<file path="src/rtl/reg_file_wr_arbiter_if.sv">
// Register-file write-port bundle: two requester write channels plus the single arbitrated write port.
interface reg_file_wr_arbiter_if #(
  parameter int unsigned DATA_WIDTH = 32,
  parameter int unsigned ADDR_WIDTH = 5
);
  logic                  req0_valid;
  logic                  req0_ready;
  logic [ADDR_WIDTH-1:0] req0_reg;
  logic [DATA_WIDTH-1:0] req0_data;
  logic                  req1_valid;
  logic                  req1_ready;
  logic [ADDR_WIDTH-1:0] req1_reg;
  logic [DATA_WIDTH-1:0] req1_data;
  logic                  wr_en;
  logic [ADDR_WIDTH-1:0] wr_reg;
  logic [DATA_WIDTH-1:0] wr_data;
  logic                  idle;

  modport master (
    output req0_valid, req0_reg, req0_data,
    output req1_valid, req1_reg, req1_data,
    input  req0_ready, req1_ready,
    input  wr_en, wr_reg, wr_data, idle
  );

  modport slave (
    input  req0_valid, req0_reg, req0_data,
    input  req1_valid, req1_reg, req1_data,
    output req0_ready, req1_ready,
    output wr_en, wr_reg, wr_data, idle
  );
endinterface

</file>
<file path="src/rtl/reg_file_wr_arbiter.sv">
// Two-requester register-file write arbiter: per-requester queues, round-robin grant, registered write port.
// Optional: define WR_ARB_X0_FILTER_EN to accept-and-drop writes that target x0.
module reg_file_wr_arbiter #(
  parameter int unsigned DATA_WIDTH = 32,
  parameter int unsigned ADDR_WIDTH = 5,
  parameter int unsigned FIFO_DEPTH = 2
) (
  input  logic                    clk,
  input  logic                    rst,
  reg_file_wr_arbiter_if.slave    bus
);

  localparam int unsigned PTR_W = $clog2(FIFO_DEPTH);
  localparam int unsigned CNT_W = $clog2(FIFO_DEPTH + 1);
  localparam int unsigned ENT_W = ADDR_WIDTH + DATA_WIDTH;

  logic                  in_valid [2];
  logic [ADDR_WIDTH-1:0] in_reg   [2];
  logic [DATA_WIDTH-1:0] in_data  [2];

  logic [ENT_W-1:0] mem_q    [2][FIFO_DEPTH];
  logic [ENT_W-1:0] mem_d    [2][FIFO_DEPTH];
  logic [PTR_W-1:0] wr_ptr_q [2];
  logic [PTR_W-1:0] wr_ptr_d [2];
  logic [PTR_W-1:0] rd_ptr_q [2];
  logic [PTR_W-1:0] rd_ptr_d [2];
  logic [CNT_W-1:0] cnt_q    [2];
  logic [CNT_W-1:0] cnt_d    [2];

  logic                  last_q, last_d;
  logic                  wr_en_q, wr_en_d;
  logic [ADDR_WIDTH-1:0] wr_reg_q, wr_reg_d;
  logic [DATA_WIDTH-1:0] wr_data_q, wr_data_d;

  logic             ready_c  [2];
  logic             head_vld [2];
  logic             push     [2];
  logic             pop      [2];
  logic             gnt_vld;
  logic             gnt_id;
  logic [ENT_W-1:0] head_ent;

  assign in_valid[0] = bus.req0_valid;
  assign in_reg[0]   = bus.req0_reg;
  assign in_data[0]  = bus.req0_data;
  assign in_valid[1] = bus.req1_valid;
  assign in_reg[1]   = bus.req1_reg;
  assign in_data[1]  = bus.req1_data;

  // Ready looks only at the registered count, so a same-cycle pop never raises it.
  always_comb begin
    for (int n = 0; n < 2; n++) begin
      ready_c[n]  = !rst && (cnt_q[n] < CNT_W'(FIFO_DEPTH));
      head_vld[n] = (cnt_q[n] != '0);
`ifdef WR_ARB_X0_FILTER_EN
      push[n]     = in_valid[n] && ready_c[n] && (in_reg[n] != '0);
`else
      push[n]     = in_valid[n] && ready_c[n];
`endif
    end
  end

  // Round-robin: on a tie the queue not granted last wins.
  always_comb begin
    gnt_vld = head_vld[0] || head_vld[1];
    if (head_vld[0] && head_vld[1]) begin
      gnt_id = ~last_q;
    end else begin
      gnt_id = head_vld[1];
    end
    pop[0]   = gnt_vld && !gnt_id;
    pop[1]   = gnt_vld && gnt_id;
    head_ent = mem_q[gnt_id][rd_ptr_q[gnt_id]];
  end

  always_comb begin
    for (int n = 0; n < 2; n++) begin
      mem_d[n]    = mem_q[n];
      wr_ptr_d[n] = wr_ptr_q[n];
      rd_ptr_d[n] = rd_ptr_q[n];
      cnt_d[n]    = cnt_q[n];
      if (push[n]) begin
        mem_d[n][wr_ptr_q[n]] = {in_reg[n], in_data[n]};
        wr_ptr_d[n]           = wr_ptr_q[n] + PTR_W'(1);
      end
      if (pop[n]) begin
        rd_ptr_d[n] = rd_ptr_q[n] + PTR_W'(1);
      end
      case ({push[n], pop[n]})
        2'b10:   cnt_d[n] = cnt_q[n] + CNT_W'(1);
        2'b01:   cnt_d[n] = cnt_q[n] - CNT_W'(1);
        default: cnt_d[n] = cnt_q[n];
      endcase
    end
  end

  // Without a grant the write port drops enable and holds its last index/data.
  always_comb begin
    wr_en_d   = gnt_vld;
    wr_reg_d  = wr_reg_q;
    wr_data_d = wr_data_q;
    last_d    = last_q;
    if (gnt_vld) begin
      {wr_reg_d, wr_data_d} = head_ent;
      last_d                = gnt_id;
    end
  end

  always_ff @(posedge clk or posedge rst) begin
    if (rst) begin
      for (int n = 0; n < 2; n++) begin
        for (int i = 0; i < FIFO_DEPTH; i++) begin
          mem_q[n][i] <= '0;
        end
        wr_ptr_q[n] <= '0;
        rd_ptr_q[n] <= '0;
        cnt_q[n]    <= '0;
      end
      last_q    <= 1'b1;
      wr_en_q   <= 1'b0;
      wr_reg_q  <= '0;
      wr_data_q <= '0;
    end else begin
      mem_q     <= mem_d;
      wr_ptr_q  <= wr_ptr_d;
      rd_ptr_q  <= rd_ptr_d;
      cnt_q     <= cnt_d;
      last_q    <= last_d;
      wr_en_q   <= wr_en_d;
      wr_reg_q  <= wr_reg_d;
      wr_data_q <= wr_data_d;
    end
  end

  assign bus.req0_ready = ready_c[0];
  assign bus.req1_ready = ready_c[1];
  assign bus.wr_en      = wr_en_q;
  assign bus.wr_reg     = wr_reg_q;
  assign bus.wr_data    = wr_data_q;
  assign bus.idle       = (cnt_q[0] == '0) && (cnt_q[1] == '0) && !wr_en_q;

endmodule

</file>
<file path="src/flat_wrapper.sv">
// flat-port wrapper written by rule: the top's interface ports become plain ports
module reg_file_wr_arbiter_flat 
#(
  parameter int unsigned DATA_WIDTH = 32,
  parameter int unsigned ADDR_WIDTH = 5,
  parameter int unsigned FIFO_DEPTH = 2
)
  (clk, rst, bus_req0_valid, bus_req0_reg, bus_req0_data, bus_req1_valid, bus_req1_reg, bus_req1_data, bus_req0_ready, bus_req1_ready, bus_wr_en, bus_wr_reg, bus_wr_data, bus_idle);
  reg_file_wr_arbiter_if #(.DATA_WIDTH(DATA_WIDTH), .ADDR_WIDTH(ADDR_WIDTH)) bus_i ();
  input  logic clk;
  input  logic rst;
  input wire logic [$bits(bus_i.req0_valid)-1:0] bus_req0_valid;
  input wire logic [$bits(bus_i.req0_reg)-1:0] bus_req0_reg;
  input wire logic [$bits(bus_i.req0_data)-1:0] bus_req0_data;
  input wire logic [$bits(bus_i.req1_valid)-1:0] bus_req1_valid;
  input wire logic [$bits(bus_i.req1_reg)-1:0] bus_req1_reg;
  input wire logic [$bits(bus_i.req1_data)-1:0] bus_req1_data;
  output wire logic [$bits(bus_i.req0_ready)-1:0] bus_req0_ready;
  output wire logic [$bits(bus_i.req1_ready)-1:0] bus_req1_ready;
  output wire logic [$bits(bus_i.wr_en)-1:0] bus_wr_en;
  output wire logic [$bits(bus_i.wr_reg)-1:0] bus_wr_reg;
  output wire logic [$bits(bus_i.wr_data)-1:0] bus_wr_data;
  output wire logic [$bits(bus_i.idle)-1:0] bus_idle;
  assign bus_i.req0_valid = bus_req0_valid;
  assign bus_i.req0_reg = bus_req0_reg;
  assign bus_i.req0_data = bus_req0_data;
  assign bus_i.req1_valid = bus_req1_valid;
  assign bus_i.req1_reg = bus_req1_reg;
  assign bus_i.req1_data = bus_req1_data;
  assign bus_req0_ready = bus_i.req0_ready;
  assign bus_req1_ready = bus_i.req1_ready;
  assign bus_wr_en = bus_i.wr_en;
  assign bus_wr_reg = bus_i.wr_reg;
  assign bus_wr_data = bus_i.wr_data;
  assign bus_idle = bus_i.idle;
  reg_file_wr_arbiter #(.DATA_WIDTH(DATA_WIDTH), .ADDR_WIDTH(ADDR_WIDTH), .FIFO_DEPTH(FIFO_DEPTH)) u_core (.clk(clk), .rst(rst), .bus(bus_i));
endmodule
</file>
<file path="config.mk">
export PLATFORM = sky130hd
export DESIGN_NAME = reg_file_wr_arbiter_flat
export DESIGN_NICKNAME = d
export VERILOG_FILES = /design/src/rtl/reg_file_wr_arbiter_if.sv /design/src/rtl/reg_file_wr_arbiter.sv /design/src/flat_wrapper.sv
export SDC_FILE = /design/constraint.sdc
export NUM_CORES = 1
export LEC_CHECK = 0
export ABC_AREA = 1
export CORE_UTILIZATION = 30
export CTS_CLUSTER_SIZE = 28
export DETAILED_ROUTE_END_ITERATION = 6
export PLACE_DENSITY = 0.46
export SYNTH_ARGS = -nofsm -noshare
export SYNTH_HDL_FRONTEND = slang
export SYNTH_SLANG_ARGS = --single-unit
</file>
<file path="constraint.sdc">
create_clock -name clk -period 18.9 [get_ports clk]
set_input_delay 2.835 -clock clk [delete_from_list [all_inputs] [get_ports clk]]
set_output_delay 2.835 -clock clk [all_outputs]
set_load 0.005 [all_outputs]
</file>
==> results of run 1 <==
==> through the flow <==
stage | std cells | power (W) | setup WS [ps]
after floorplan | 1158 | 0.00141 | 10750
after global placement | 1600 | 0.00168 | 11870
after detailed placement | 1600 | 0.00169 | 11870
after CTS | 1632 | 0.00207 | 11870
after global routing | 1632 | 0.00224 | 11840
final | 1632 | 0.00203 | 11880
==> layout make-up <==
type | instances | area (µm²) | share of cell area [%]
clock buffers | 18 | 429 | 3.87
clock inverters | 14 | 163 | 1.47
inverters | 153 | 582 | 5.25
multi-input cells | 738 | 3320 | 29.9
flip-flops and latches | 195 | 4880 | 44.0
well taps | 390 | 488 | 4.40
repair buffers | 124 | 1230 | 11.1
==> power by group through the flow <==
stage          Combinational (W)  Sequential [W]  Clock [W]
6_report                0.000930        0.000733   0.000372
5_1_grt                  0.00109        0.000759   0.000401
4_1_cts                 0.000955        0.000734   0.000383
3_5_place_dp            0.000952        0.000739          0
3_3_place_gp            0.000943        0.000739          0
2_1_floorplan           0.000688        0.000719          0
==> cells in the mapped netlist, types with 2 or more instances <==
cell | count | area [µm²]
a21oi_1 | 2 | 10.0
buf_1 | 3 | 11.3
buf_2 | 30 | 150
buf_4 | 9 | 67.6
buf_6 | 5 | 56.3
clkbuf_1 | 25 | 93.8
dfrtp_1 | 194 | 4850
ha_1 | 2 | 25.0
inv_1 | 150 | 563
inv_2 | 3 | 11.3
nand2_1 | 454 | 1700
nand3_1 | 75 | 375
nand3b_1 | 38 | 285
nor2_1 | 2 | 7.51
nor2_2 | 2 | 12.5
o21ai_0 | 149 | 746
o21ai_1 | 2 | 10.0
or2_1 | 3 | 18.8
xnor2_1 | 4 | 35.0
==> cell families (layout without fill, tap and decap cells) <==
family,count (synthesis),after routing,share of synthesized area (%)
and+or+nand+nor,577,577,26.7
buffers and inverters,225,309,10.5
DFF,195,195,53.5
AOI/OAI and AO/OA,154,154,8.50
xor gates and xnor gates,5,5,0.480
adders and majority gates,2,2,0.274
==> worst paths after layout <==
kind | to | slack, ps | cells after the start | start
max | bus_req0_ready | 11880 | 3 | rst
max in group asynchronous | u_core.mem_q[52] | 14420 | 3 | rst
min | u_core.rd_ptr_q[1] | 470 | 1 | u_core.rd_ptr_q[1]
min reg2reg | u_core.rd_ptr_q[1] | 470 | 1 | u_core.rd_ptr_q[1]
min in group asynchronous | u_core.wr_ptr_q[1] | 3100 | 2 | rst
max reg2reg | u_core.bus.wr_data[17] | 14290 | 9 | u_core.cnt_q[3]
==> routing by layer <==
metal / global-route usage, % / vias up / wire, µm
met5: 0 / - / 0
met4: 4.13 / 0 / 227
met3: 2.65 / 16 / 710
met2: 27.1 / 116 / 11300
met1: 21.6 / 3294 / 11600
li1: - / 3695 / -
==> flow_summary.json, run 1 <==
{
  "synth_top_flop_cell": "dfrtp_1",
  "place_congestion": 0.700,
  "drt_first_pass_iters": 4,
  "synth-async-reset-ratio_pct": 100,
  "n_antenna_cell": 0,
  "portBuffers": 118,
  "power.clock.fraction_pct": 18.3,
  "drcViolationCount": 0,
  "hold_path.class": "flop to flop",
  "final_layout_size_suffix_gt1_share_pct": 4.35,
  "seqPwrFrac_pct": 36.0,
  "postSynthRegisterBits": 195,
  "final_min_period_ps": 7020,
  "dieWidth_um": 176,
  "vias_per_cell": 4.36,
  "p_comb_share_pct": 45.7,
  "tritoncts.num_buffers": 17,
  "synth_nets": 1238,
  "timing_max_transition_violations_final": 0,
  "post-dp-hpwl_um": 13000,
  "synth_enable_flop_cells": 0,
  "mostFrequentLayoutCells": "453 x nand2_1, 194 x dfrtp_1, 149 x inv_1, 149 x o21ai_0, 118 x clkdlybuf4s50_1",
  "antenna_found_initial": 0,
  "cts_repair_resize_count": 0,
  "detail_route.wl_per_cell_um": 14.6,
  "antenna_violation_net_count_after_detailed_routing": 0,
  "cpLargestDelayFamily": "buffers and inverters",
  "cell_area_after_layout_mm2": 0.0111,
  "fill_cells": 3199,
  "worst_skew_pair.late_latency_ps": 450,
  "setup_viol_count_final": 0,
  "hold_buf_cts": 0,
  "initialDrtViolationCount": 461,
  "cp_data_arrival_time_ps": 4190,
  "clkTransAtPathRegs_ps": 80,
  "max-cap-violations": 0,
  "tightestPinTransition_ps": 1070,
  "status": "finished clean",
  "grt_setup_unrepaired": "false",
  "finalNetCount": 1309,
  "post-cts-setup-buffer-count": 0,
  "final.setup.tns_ps": 0,
  "p_sw_w": 0.000853,
  "wirelength_um": 23800,
  "fmax_mhz": 142,
  "p_int_w": 0.00118,
  "first_global_vias": 7025,
  "cts_buffer_depth": 2,
  "layout_commonest_cell": "nand2_1",
  "layout.core_utilization_pct": 37.2,
  "die-area_mm2": 0.0311,
  "cts_num_sinks": 195,
  "startpoint_type": "input port",
  "global_route.overflow_total": 0,
  "synthesis.yosys.warnings": 0,
  "post_synthesis_cell_count": 1158,
  "timing.critical_path.slowest_stage_cell": "clkdlybuf4s50_1",
  "syn-cell-area_mm2": 0.00911,
  "chipHeight_um": 176,
  "grt_pass1_wl_um": 38500,
  "vias": 7121,
  "placed_area_mm2": 0.0105,
  "synth.lib_cells_used.distinct": 25,
  "critical_path.most_common_cell": "clkdlybuf4s50_1",
  "whs_ps": 467,
  "initial_utilization_pct": 30.6,
  "power_density_mw_per_mm2": 184,
  "largest_reg_flops": 148,
  "critical-path-max-stage-delay_ps": 550,
  "crit_fanout": 3,
  "power.share.switching_pct": 41.9,
  "fin_crit_sh_pct": 37.1,
  "synth-seq-area-share_pct": 53.5,
  "timing_worst_setup_path_type": "input port to primary output",
  "power.ir.vdd_worst_mv": 0.0729,
  "finalClockSkew_ps": 15.8,
  "groute.usage.overall_pct": 16.2,
  "floorplan.core_area_mm2": 0.0298,
  "buffers_plus_inverters_on_the_worst_setup_path": 2,
  "cts_root_buffer": "clkbuf_16",
  "mean_post_synth_cell_area_um2": 7.87,
  "static-leakage-power_nw": 5.69,
  "setup.worst_path.end_class": "primary output",
  "final-hold-violation-count": 0,
  "cp_cell_instances": "clkdlybuf4s50_1, nor2_2, clkdlybuf4s50_1",
  "worstPathRequired_ps": 16070,
  "floorplan.io_pins": 119,
  "rows": 63,
  "worst_slew_margin_pct": 28.5,
  "area_delta_synth_final_pct": 21.6,
  "grt_max_degree": 138,
  "cts_htree_levels": 4,
  "cts_tree": "done"
}
Power figures use the tool's default switching activity.
==> inputs of run 2 (changes only) <==
--- a/config.mk
+++ b/config.mk
@@ -9,7 +9,7 @@
 export CORE_UTILIZATION = 30
 export CTS_CLUSTER_SIZE = 28
 export DETAILED_ROUTE_END_ITERATION = 6
-export PLACE_DENSITY = 0.46
+export PLACE_DENSITY = 0.47
 export SYNTH_ARGS = -nofsm -noshare
 export SYNTH_HDL_FRONTEND = slang
 export SYNTH_SLANG_ARGS = --single-unit
==> constraint.sdc (replaced) <==
create_clock -name clk -period 5.75 [get_ports clk]
set_input_delay 0.8625 -clock clk [delete_from_list [all_inputs] [get_ports clk]]
set_output_delay 0.8625 -clock clk [all_outputs]
set_load 0.005 [all_outputs]
==> flow_summary.json, run 2 (synthesis results as in run 1) <==
{
  "hold_path.class": "flop to flop",
  "regToRegEndpoint": "u_core.bus.wr_data[11]",
  "cts_repair_resize_count": 0,
  "groute.usage.overall_pct": 16.3,
  "gr-usage-met3_pct": 2.91,
  "rows": 63,
  "cts_tree": "done",
  "final.setup.tns_ps": 0,
  "reg2reg_depth": 8,
  "static-leakage-power_nw": 5.69,
  "finalNetCount": 1312,
  "power.ir.vdd_worst_mv": 0.255,
  "cts_num_sinks": 195,
  "initial_utilization_pct": 30.6,
  "cell_count_after_placement": 1603,
  "worst_hold_startpoint": "u_core.rd_ptr_q[0]",
  "min_to": "u_core.rd_ptr_q[0]",
  "chipHeight_um": 176,
  "final_min_period_ps": 3280,
  "antenna_found_initial": 0,
  "vias_per_cell": 4.38,
  "detail_route.wl_per_cell_um": 14.4,
  "cp_data_arrival_time_ps": 3600,
  "first_global_vias": 7274,
  "tritoncts.num_buffers": 17,
  "dieWidth_um": 176,
  "worst_hold_path.num_cells": 2,
  "rrSetupSlack_ps": 2470,
  "floorplan.io_pins": 119,
  "cts_buffer_depth": 2,
  "largest_reg_flops": 148,
  "status": "finished clean",
  "timing_max_transition_violations_final": 0,
  "hold_buf_cts": 0,
  "global_route.overflow_total": 0,
  "portBuffers": 118,
  "floorplan.core_area_mm2": 0.0298,
  "power_density_mw_per_mm2": 595,
  "drcViolationCount": 0,
  "grt_setup_unrepaired": "false",
  "fin_crit_sh_pct": 57.0,
  "startpoint_type": "flop",
  "fmax_mhz": 305,
  "cts_root_buffer": "clkbuf_16",
  "layout_commonest_cell": "nand2_1",
  "place_congestion": 0.715,
  "post-dp-hpwl_um": 14200,
  "n_antenna_cell": 0,
  "finalClockSkew_ps": 15.4,
  "initialDrtViolationCount": 418,
  "worstPathRequired_ps": 6070,
  "final_cell_count_no_fill": 1635,
  "drt_first_pass_iters": 5,
  "grt_busiest_layer": "met2",
  "final_layout_size_suffix_gt1_share_pct": 4.66,
  "setup_viol_count_final": 0,
  "tightestPinTransition_ps": 969,
  "worst_slew_margin_pct": 35.4,
  "wirelength_um": 23600,
  "cts_htree_levels": 4,
  "timing_worst_setup_path_type": "flop to flop",
  "grt_pass1_wl_um": 39200,
  "grt_max_degree": 99,
  "timing.rr.start": "u_core.cnt_q[1]",
  "max-cap-violations": 0,
  "grt_use_met2_pct": 27.7,
  "final-hold-violation-count": 0,
  "antenna_violation_net_count_after_detailed_routing": 0,
  "crit_fanout": 79,
  "grt_util_met1_pct": 21.6,
  "post-cts-setup-buffer-count": 0,
  "area_delta_synth_final_pct": 21.8,
  "fill_cells": 3140,
  "worst_skew_pair.late_latency_ps": 430,
  "clkTransAtPathRegs_ps": 70,
  "mostFrequentLayoutCells": "453 x nand2_1, 194 x dfrtp_1, 149 x inv_1, 149 x o21ai_0, 118 x clkdlybuf4s50_1",
  "setup.worst_path.end_class": "flop",
  "die-area_mm2": 0.0311,
  "vias": 7164
}
-- run 2: cell count changes in the layout (fill, tap and decap cells not counted) --
cell        change
clkinvlp_4      +4
buf_4           +2
clkinv_8        -2
inv_8           -2
buf_12          +1
clkbuf_1        -1
clkinv_2        +1
-- run 2: how the worst max path moves through the flow --
stage                    start                endpoint  depth (start not counted)
2_1_floorplan              rst   u_core.bus.wr_data[0]                          1
3_3_place_gp   u_core.cnt_q[1]  u_core.bus.wr_data[17]                          8
3_5_place_dp   u_core.cnt_q[0]  u_core.bus.wr_data[11]                          8
4_1_cts        u_core.cnt_q[0]  u_core.bus.wr_data[11]                          8
5_1_grt        u_core.cnt_q[1]  u_core.bus.wr_data[20]                          8
6_report       u_core.cnt_q[1]  u_core.bus.wr_data[11]                          8
-- run 2: routing by layer --
layer | share of wire (%) | wire, µm
met4 | 0.59 | 140
met2 | 48 | 11400
met3 | 3.2 | 759
met1 | 48 | 11300
met5 | 0 | 0
-- run 2: cell type report --
cell class	instances	area (µm²)	share of cell area, %
inverter	153	578	5.21
timing repair buffer	127	1260	11.4
multi-input combinational	738	3320	29.9
sequential	195	4880	44.0
clock buffer	17	425	3.83
clock inverter	15	146	1.32
tap	390	488	4.40
-- run 2: critical path: stages, from the launching register on --
cell and delay [ps]:
dfrtp_1 400, or2_4 790, nand2_4 710, nand2_1 240, nand2_2 80, inv_2 630, nand2_1 110, nand3_1 110
nand2_1 60
-- run 2: power breakdown --
part           internal, W  total [W]  switching, W
combinational      0.00120    0.00296       0.00175
clock             0.000612    0.00118      0.000568
sequential         0.00206    0.00246      0.000404
-- run 2: through the flow --
step | utilization (%) | hold WS [ps] | setup WS (ps) | area, µm² | power [W]
after detailed placement | 35.3 | 457 | 2390 | 10500 | 0.00552
after CTS | 37.2 | 474 | 2390 | 11100 | 0.00673
final | 37.2 | 469 | 2470 | 11100 | 0.00660
after global placement | 35.3 | 446 | 2490 | 10500 | 0.00545
after global routing | 37.2 | 481 | 2070 | 11100 | 0.00732
after floorplan | - | 433 | 2370 | 9120 | 0.00462
